File: config.mk
export PLATFORM = sky130hd
export DESIGN_NAME = sd_serial_parallel
export DESIGN_NICKNAME = d
export VERILOG_FILES = /design/src/rtl/sd_serial_parallel.sv
export SDC_FILE = /design/constraint.sdc
export NUM_CORES = 1
export LEC_CHECK = 0
export BUFFER_PORTS_ARGS = -buffer_cell sky130_fd_sc_hd__buf_2
export CAP_MARGIN = 40
export CELL_PAD_IN_SITES_DETAIL_PLACEMENT = 0
export CELL_PAD_IN_SITES_GLOBAL_PLACEMENT = 1
export CORE_ASPECT_RATIO = 1.75
export CORE_MARGIN = 2
export CORE_UTILIZATION = 37
export CTS_BUF_LIST = sky130_fd_sc_hd__clkbuf_16
export CTS_CLUSTER_DIAMETER = 150
export DETAILED_ROUTE_END_ITERATION = 8
export PLACE_DENSITY = 0.74
export SYNTH_ARGS = -nofsm -noshare
export SYNTH_HDL_FRONTEND = slang
export SYNTH_SLANG_ARGS = --single-unit
File: constraint.sdc
create_clock -name iSD_clock -period 3.2 [get_ports iSD_clock]
set_input_delay 0 -clock iSD_clock [delete_from_list [all_inputs] [get_ports iSD_clock]]
set_output_delay 0 -clock iSD_clock [all_outputs]
set_load 0.005 [all_outputs]
File: src/rtl/sd_serial_parallel.sv
`timescale 1ns/1ps
// sd_serial_parallel
//   Receive-side deserializer for the SD command/response line. It waits for
//   a start bit, shifts in one frame MSB-first, checks the end bit and CRC7,
//   and presents the frame in parallel with a one-cycle completion strobe.
//
//   iSD_clock  in   sole clock, rising edge
//   iReset     in   asynchronous, active-high reset
//   iEnable    in   arm request, only looked at in IDLE
//   iSerial    in   serial data line, idles high
//   oParallel  out  last received frame, MSB = start bit
//   oComplete  out  one-cycle strobe when oParallel updates
//   oError     out  last frame had a bad end bit or CRC mismatch
//   oTimeout   out  one-cycle strobe when no start bit arrived in time
//   oBusy      out  high while waiting for a start bit or receiving
//
//   state      | meaning
//   -----------+---------------------------------------------------------
//   IDLE       | disarmed; the serial line is ignored
//   WAIT_START | armed; counting high samples until a start bit or timeout
//   RECEIVE    | shifting in the remaining frame bits
module sd_serial_parallel #(
  parameter int FRAME_WIDTH = 48,
  parameter int TIMEOUT     = 64,
  parameter bit CRC_CHECK   = 1'b1
) (
  input  logic                   iSD_clock,
  input  logic                   iReset,
  input  logic                   iEnable,
  input  logic                   iSerial,
  output logic [FRAME_WIDTH-1:0] oParallel,
  output logic                   oComplete,
  output logic                   oError,
  output logic                   oTimeout,
  output logic                   oBusy
);

  localparam int BIT_W  = $clog2(FRAME_WIDTH);
  localparam int WAIT_W = $clog2(TIMEOUT + 1);

  localparam logic [BIT_W-1:0]  LAST_BIT  = BIT_W'(FRAME_WIDTH - 1);
  // CRC covers everything above the 7-bit CRC field and the end bit.
  localparam logic [BIT_W-1:0]  CRC_END   = BIT_W'(FRAME_WIDTH - 8);
  localparam logic [WAIT_W-1:0] WAIT_LAST = WAIT_W'(TIMEOUT - 1);

  typedef enum logic [1:0] {
    IDLE,
    WAIT_START,
    RECEIVE
  } stateT;

  stateT state, stateNext;

  // The top bit of a frame is only needed at completion, so the shift
  // register holds one bit less and the incoming bit completes the word.
  logic [FRAME_WIDTH-2:0] shiftReg, shiftNext;
  logic [BIT_W-1:0]       bitCnt, bitCntNext;
  logic [WAIT_W-1:0]      waitCnt, waitCntNext;
  logic [6:0]             crcReg, crcNext;
  logic [FRAME_WIDTH-1:0] parallelNext;
  logic                   completeNext;
  logic                   errorNext;
  logic                   timeoutNext;
  logic [FRAME_WIDTH-1:0] frameNow;

  // One serial step of CRC7, polynomial x^7 + x^3 + 1.
  function automatic logic [6:0] crc7Step(input logic [6:0] crc, input logic din);
    logic fb;
    fb = din ^ crc[6];
    return {crc[5:0], 1'b0} ^ (fb ? 7'h09 : 7'h00);
  endfunction

  assign frameNow = {shiftReg, iSerial};

  always_comb begin
    stateNext    = state;
    shiftNext    = shiftReg;
    bitCntNext   = bitCnt;
    waitCntNext  = waitCnt;
    crcNext      = crcReg;
    parallelNext = oParallel;
    completeNext = 1'b0;
    errorNext    = oError;
    timeoutNext  = 1'b0;

    unique case (state)
      IDLE: begin
        if (iEnable) begin
          stateNext   = WAIT_START;
          waitCntNext = '0;
          errorNext   = 1'b0;
        end
      end

      WAIT_START: begin
        // A start bit is checked before the timeout so it wins on the last sample.
        if (!iSerial) begin
          stateNext  = RECEIVE;
          shiftNext  = frameNow[FRAME_WIDTH-2:0];
          bitCntNext = BIT_W'(1);
          crcNext    = crc7Step(7'd0, iSerial);
        end else if (waitCnt == WAIT_LAST) begin
          stateNext   = IDLE;
          timeoutNext = 1'b1;
        end else begin
          waitCntNext = waitCnt + 1'b1;
        end
      end

      RECEIVE: begin
        shiftNext = frameNow[FRAME_WIDTH-2:0];
        if (bitCnt < CRC_END) begin
          crcNext = crc7Step(crcReg, iSerial);
        end
        if (bitCnt == LAST_BIT) begin
          // crcReg already covers every CRC'd bit by the time the end bit arrives.
          stateNext    = IDLE;
          bitCntNext   = '0;
          parallelNext = frameNow;
          completeNext = 1'b1;
          errorNext    = ~iSerial | (CRC_CHECK && (crcReg != frameNow[7:1]));
        end else begin
          bitCntNext = bitCnt + 1'b1;
        end
      end

      default: stateNext = IDLE;
    endcase
  end

  always_ff @(posedge iSD_clock or posedge iReset) begin
    if (iReset) begin
      state     <= IDLE;
      shiftReg  <= '0;
      bitCnt    <= '0;
      waitCnt   <= '0;
      crcReg    <= '0;
      oParallel <= '0;
      oComplete <= 1'b0;
      oError    <= 1'b0;
      oTimeout  <= 1'b0;
      oBusy     <= 1'b0;
    end else begin
      state     <= stateNext;
      shiftReg  <= shiftNext;
      bitCnt    <= bitCntNext;
      waitCnt   <= waitCntNext;
      crcReg    <= crcNext;
      oParallel <= parallelNext;
      oComplete <= completeNext;
      oError    <= errorNext;
      oTimeout  <= timeoutNext;
      oBusy     <= (stateNext != IDLE);
    end
  end

endmodule

==> run_results.csv, run 1 <==
group,metric,value,unit
routing,drtIter0Drc,121,
sta,skew,0.00668,ns
synth,synthTopCellsByArea,"dfrtp_1, mux2_2, nand2_1",
sta,clock.fmax,455,MHz
sta,slew_headroom,0.431,
floorplan,dieHeight,155,um
floorplan,coreArea,12900,um^2
clock_network,cts_resized,0,
worst_setup_path,worstRegToRegCells,4,
synth,yosys.area_share.simple,0.0613,
placed_design,hpwl,5830,um
worst_setup_path,crit_type,"flop to flop",
sta,rsz0062_at_grt,"false",
clock_network,cts_hold_buf,3,
synth,async_flop_share,1.00,
sta,worstMarginPinSlew,0.853,ns
cells_and_area,diodes,0,
sta,whs,0.136,ns
sta,finalHoldViolations,0,
synth,yosys_warnings,0,
sta,post-route-min-period,2.20,ns
sta,final_max_slew_viol_count,0,
global_routing,antenna_found_initial,0,
worst_setup_path,r2r_slack,1.00,ns
power,ir_worst_vdd,0.352,mV
floorplan,dieArea,14000,um^2
global_routing,grt_pass1_wl,14900,um
routing,dr.pass1.iters,4,
synth,synth-seq-cells,121,
synth,ys_types,37,
synth,synth_top_family_by_area,"multiplexers",
global_routing,first_global_vias,3022,
synth,synth-xor-area-share,0.0199,
global_routing,grt_overflow,0,
cells_and_area,drive_above_1_share,0.453,
sta,final-setup-viol-count,0,
routing,viasPerCell,4.84,
synth,synth_area_per_cell,14.4,um^2
placed_design,dpl_cell_area,5310,um^2
clock_network,cts_max_path_buffers,2,
synth,synthesis.area,4840,um^2
synth,synth.net_count,342,
worst_setup_path,cp.arrival,2.48,ns
synth,synth_cells,336,
clock_network,path_clk_slew,0.06,ns
clock_network,clk_latency,0.40,ns
routing,routed-via-count,2837,
synth,ys.flop_type,"dfrtp_1",
routing,post_drt_wl_per_cell,14.7,um
synth,synth_top_area_cell,"dfrtp_1",
synth,synth_mux_area_frac,0.225,
worst_setup_path,r2r-start,"state[0]",
worst_setup_path,crit_required,3.49,ns
synth,yosys.area_share.adder,0.00517,
worst_setup_path,worstSetupStartpointType,"flop",
sta,timing.final.crit_share,0.687,
cells_and_area,finalNetCount,409,
sta,finalSetupTns,0,ns
floorplan,start_util,0.376,
floorplan,row_count,55,
floorplan,fp.dieW,90.4,um
synth,synth_edf_count,0,
clock_network,cts_buffers,17,
worst_setup_path,critPathCaptureType,"flop",
worst_setup_path,reg2reg_to,"shiftReg[14]",
routing,drt-total-wl,8610,um
global_routing,grt_util_all_layers,0.136,
hold_path,hold_class,"input port to asynchronous set/reset pin",
routing,antenna_left,0,
worst_setup_path,cp_max_fo,30,
floorplan,ios,56,
synth,synth-compound-area-share,0.0373,
cells_and_area,design_area,5940,um^2
placed_design,numPortBuffers,55,
power,leakagePower,0.00299,uW
clock_network,cts_setup_buffers,0,
cells_and_area,area_growth,22.9,%
clock_network,cts_sinks,121,
clock_network,h-tree-depth,4,
synth,synth.most_common_cell,"dfrtp_1",
synth,seq_area_frac_synth,0.626,
outcome,status,"finished, final reports clean",
run,drv_cap,0,
synth,yosysTopAreaCellShare,0.626,
synth,synth_commonest_cells,"dfrtp_1, mux2_2, nand2_1",
global_routing,grt_max_degree,77,
placed_design,gp_congestion,0.809,
power,power_density,788,nW/um^2
routing,drc,0,
clock_network,cts_tree,"yes",
clock_network,cts_root_buffer,"clkbuf_16",
[worst max path at each step]
stage / from / to / depth (start not counted)
after detailed placement: state[0] / shiftReg[16] / 4
after CTS: state[0] / shiftReg[16] / 4
after global routing: state[0] / crcReg[1] / 3
after global placement: state[0] / shiftReg[10] / 4
final: state[0] / shiftReg[14] / 4
after floorplan: state[0] / oParallel[0] / 4
[placed cells by master (no fill, tap or decap), drive strengths merged, types with 4 or more instances in the layout]
master    count
clkinvlp      4
nand2        24
clkinv        5
nor2          6
clkbuf       17
buf          60
mux2         94
inv           5
o21ai        13
dfrtp       121
o31ai         4
bufinv        4
xnor2         9
nand3         7
nand4         4
a21oi         4
[stage by stage]
step / utilization / total power [uW] / std cells / setup WS (ns)
floorplan: - / 2570 / 336 / 1.43
global placement: 0.411 / 2760 / 551 / 1.01
detailed placement: 0.412 / 2790 / 552 / 1.00
CTS: 0.462 / 4750 / 586 / 0.994
global route: 0.462 / 4930 / 586 / 0.858
finish: 0.462 / 4680 / 586 / 1.00
[metal layers]
metal / wire length [um] / track usage
met1: 3500 / 0.152
met5: 0 / 0
met4: 104 / 0.0542
met2: 4700 / 0.236
met3: 307 / 0.0499
[cell type report]
class / count / area [um^2]
clock buffers: 17 / 425
clock inverters: 14 / 181
fillers: 1194 / 6930
inverters: 4 / 18.8
multi-input cells: 196 / 1690
flip-flops and latches: 121 / 3030
well taps: 171 / 214
repair buffers: 63 / 380
[worst max-delay path, stage by stage, from the launching register on]
cell and delay (ns):
dfrtp_1 0.45, and2b_1 0.42, nor2_4 0.57, buf_12 0.27
mux2_2 0.36
[sequential cells by signal (all words and copies together), names as in the netlist]
signal	cells
oBusy	1
oComplete	1
crcReg	7
bitCnt	6
oParallel	48
oError	1
shiftReg	47
oTimeout	1
state	2
waitCnt	7
[power breakdown]
group          switching (uW)  total (uW)  internal, uW
registers                 209        1950          1750
clock network             644        1930          1290
logic                     393         796           404
total                    1250        4680          3440
[logic make-up after synthesis]
| kind of cell | after synthesis |
|---|---|
| mux | 97 |
| fa+ha+maj | 2 |
| compound gates | 29 |
| simple gates | 57 |
| xor+xnor | 11 |
| flops | 121 |
| buf+inv | 19 |
No activity file was read; power rests on OpenSTA's default activity.
==> run 2: changes to the inputs <==
- clock period: 3.2 -> 1.98 ns (I/O delays scaled with it)
==> run_results.csv, run 2 (same netlist as run 1, synthesis figures left out) <==
group,metric,value,unit
cells_and_area,area_growth,25.0,%
cells_and_area,drive_above_1_share,0.474,
worst_setup_path,crit_required,2.27,ns
hold_path,hold_class,"input port to flop",
clock_network,clk_latency,0.41,ns
power,leakagePower,0.00305,uW
routing,post_drt_wl_per_cell,14.9,um
routing,routed-via-count,2844,
cells_and_area,top_register,"oParallel",
sta,slew_headroom,0.574,
sta,worstMarginPinSlew,0.638,ns
sta,skew,0.00779,ns
placed_design,numPortBuffers,55,
sta,rsz0062_at_grt,"false",
outcome,status,"finished, final reports clean",
global_routing,antenna_found_initial,0,
floorplan,fp.dieW,90.4,um
clock_network,cts_buffers,17,
global_routing,grt_pass1_wl,15200,um
sta,post-route-min-period,1.83,ns
floorplan,start_util,0.376,
cells_and_area,diodes,0,
routing,drc,0,
cells_and_area,finalNetCount,419,
clock_network,cts_max_path_buffers,2,
clock_network,cts_tree,"yes",
routing,drt-total-wl,8910,um
cells_and_area,largest_reg_flops,48,
sta,timing.final.crit_share,0.926,
worst_setup_path,cp_max_fo,41,
sta,final-setup-viol-count,0,
worst_setup_path,worstSetupStartpointType,"flop",
worst_setup_path,critPathCaptureType,"flop",
power,power_density,1270,nW/um^2
sta,clock.fmax,545,MHz
routing,dr.pass1.iters,4,
sta,final_max_slew_viol_count,0,
floorplan,dieHeight,155,um
global_routing,first_global_vias,3129,
worst_setup_path,r2r_slack,0.15,ns
hold_path,min_to,"waitCnt[4]",
global_routing,grt_util_all_layers,0.140,
worst_setup_path,cp.arrival,2.12,ns
hold_path,holdPathStages,3,
worst_setup_path,reg2reg_to,"oParallel[30]",
clock_network,cts_root_buffer,"clkbuf_16",
clock_network,cts_setup_buffers,0,
global_routing,grt_overflow,0,
worst_setup_path,crit_type,"flop to flop",
floorplan,ios,56,
run,drv_cap,0,
sta,finalHoldViolations,0,
clock_network,h-tree-depth,4,
sta,whs,0.0301,ns
cells_and_area,top_regs,"oParallel (48), shiftReg (47)",
worst_setup_path,worstRegToRegCells,4,
power,ir_worst_vdd,0.502,mV
clock_network,cts_sinks,121,
clock_network,path_clk_slew,0.06,ns
placed_design,gp_congestion,0.842,
routing,antenna_left,0,
worst_setup_path,r2r-start,"state[1]",
floorplan,dieArea,14000,um^2
hold_path,worst_hold_startpoint,"iEnable",
global_routing,grt_max_degree,42,
routing,drtIter0Drc,116,
power,finalPower,7670,uW
cells_and_area,final_common_cell,"dfrtp_1",
placed_design,hpwl,6250,um
cells_and_area,layout_common_cells,"dfrtp_1, mux2_2, buf_2, nand2_1, clkbuf_16",
routing,viasPerCell,4.76,
floorplan,row_count,55,
floorplan,coreArea,12900,um^2
sta,finalSetupTns,0,ns
run 2: changes by cell type in the layout (fill, tap and decap cells not counted):
cell	delta
inv_1	-1
buf_12	+3
clkinv_1	-1
bufinv_16	-1
clkinv_4	+3
clkinv_2	+1
dlygate4sd3_1	-1
clkinvlp_4	-1
buf_4	+8
inv_6	+1
run 2: power by group:
group | internal (uW) | total [uW] | switching (uW)
logic | 754 | 1440 | 690
clock network | 1980 | 3080 | 1100
registers | 2820 | 3140 | 325
run 2: worst max path at each step:
stage | from | end | slack [ns] | cells after the start
global route | state[1] | oParallel[43] | 0.005 | 4
finish | state[1] | oParallel[30] | 0.15 | 4
global placement | bitCnt[0] | oParallel[5] | 0.19 | 5
CTS | state[1] | oParallel[13] | 0.13 | 4
detailed placement | state[1] | oParallel[13] | 0.13 | 4
floorplan | state[0] | oParallel[0] | 0.21 | 4
run 2: per-layer routing:
layer,track usage,wire length [um]
met4,0.0652,155
met1,0.145,3540
met2,0.247,4850
met3,0.0538,354
met5,0,0
run 2: repair_timing:
action                    4_1_cts  5_1_grt
gates resized for setup         0        0
hold endpoints to repair       25        0
hold buffers                    2        0
run 2: layout make-up:
| cell class | instances | area, um^2 |
|---|---|---|
| Clock buffer | 17 | 425 |
| Clock inverter | 15 | 176 |
| Timing Repair Buffer | 73 | 490 |
| Fill cell | 1172 | 6820 |
| Multi-Input combinational cell | 196 | 1690 |
| Tap cell | 171 | 214 |
| Sequential cell | 121 | 3030 |
| Inverter | 4 | 18.8 |
run 2: stage by stage:
stage / instances / instance area (um^2) / utilization / setup slack [ns]
4_1_cts: 597 / 6050 / 0.470 / 0.127
3_5_place_dp: 563 / 5430 / 0.422 / 0.132
3_3_place_gp: 563 / 5430 / 0.422 / 0.194
2_1_floorplan: 336 / 4840 / - / 0.208
6_report: 597 / 6050 / 0.470 / 0.146
5_1_grt: 597 / 6050 / 0.470 / 0.00544
run 2: worst max-delay path: stages, from the launching register on:
cell	delay (ns)
dfrtp_1	0.46
nand2b_1	0.21
nor4_4	0.38
buf_12	0.28
mux2_2	0.37
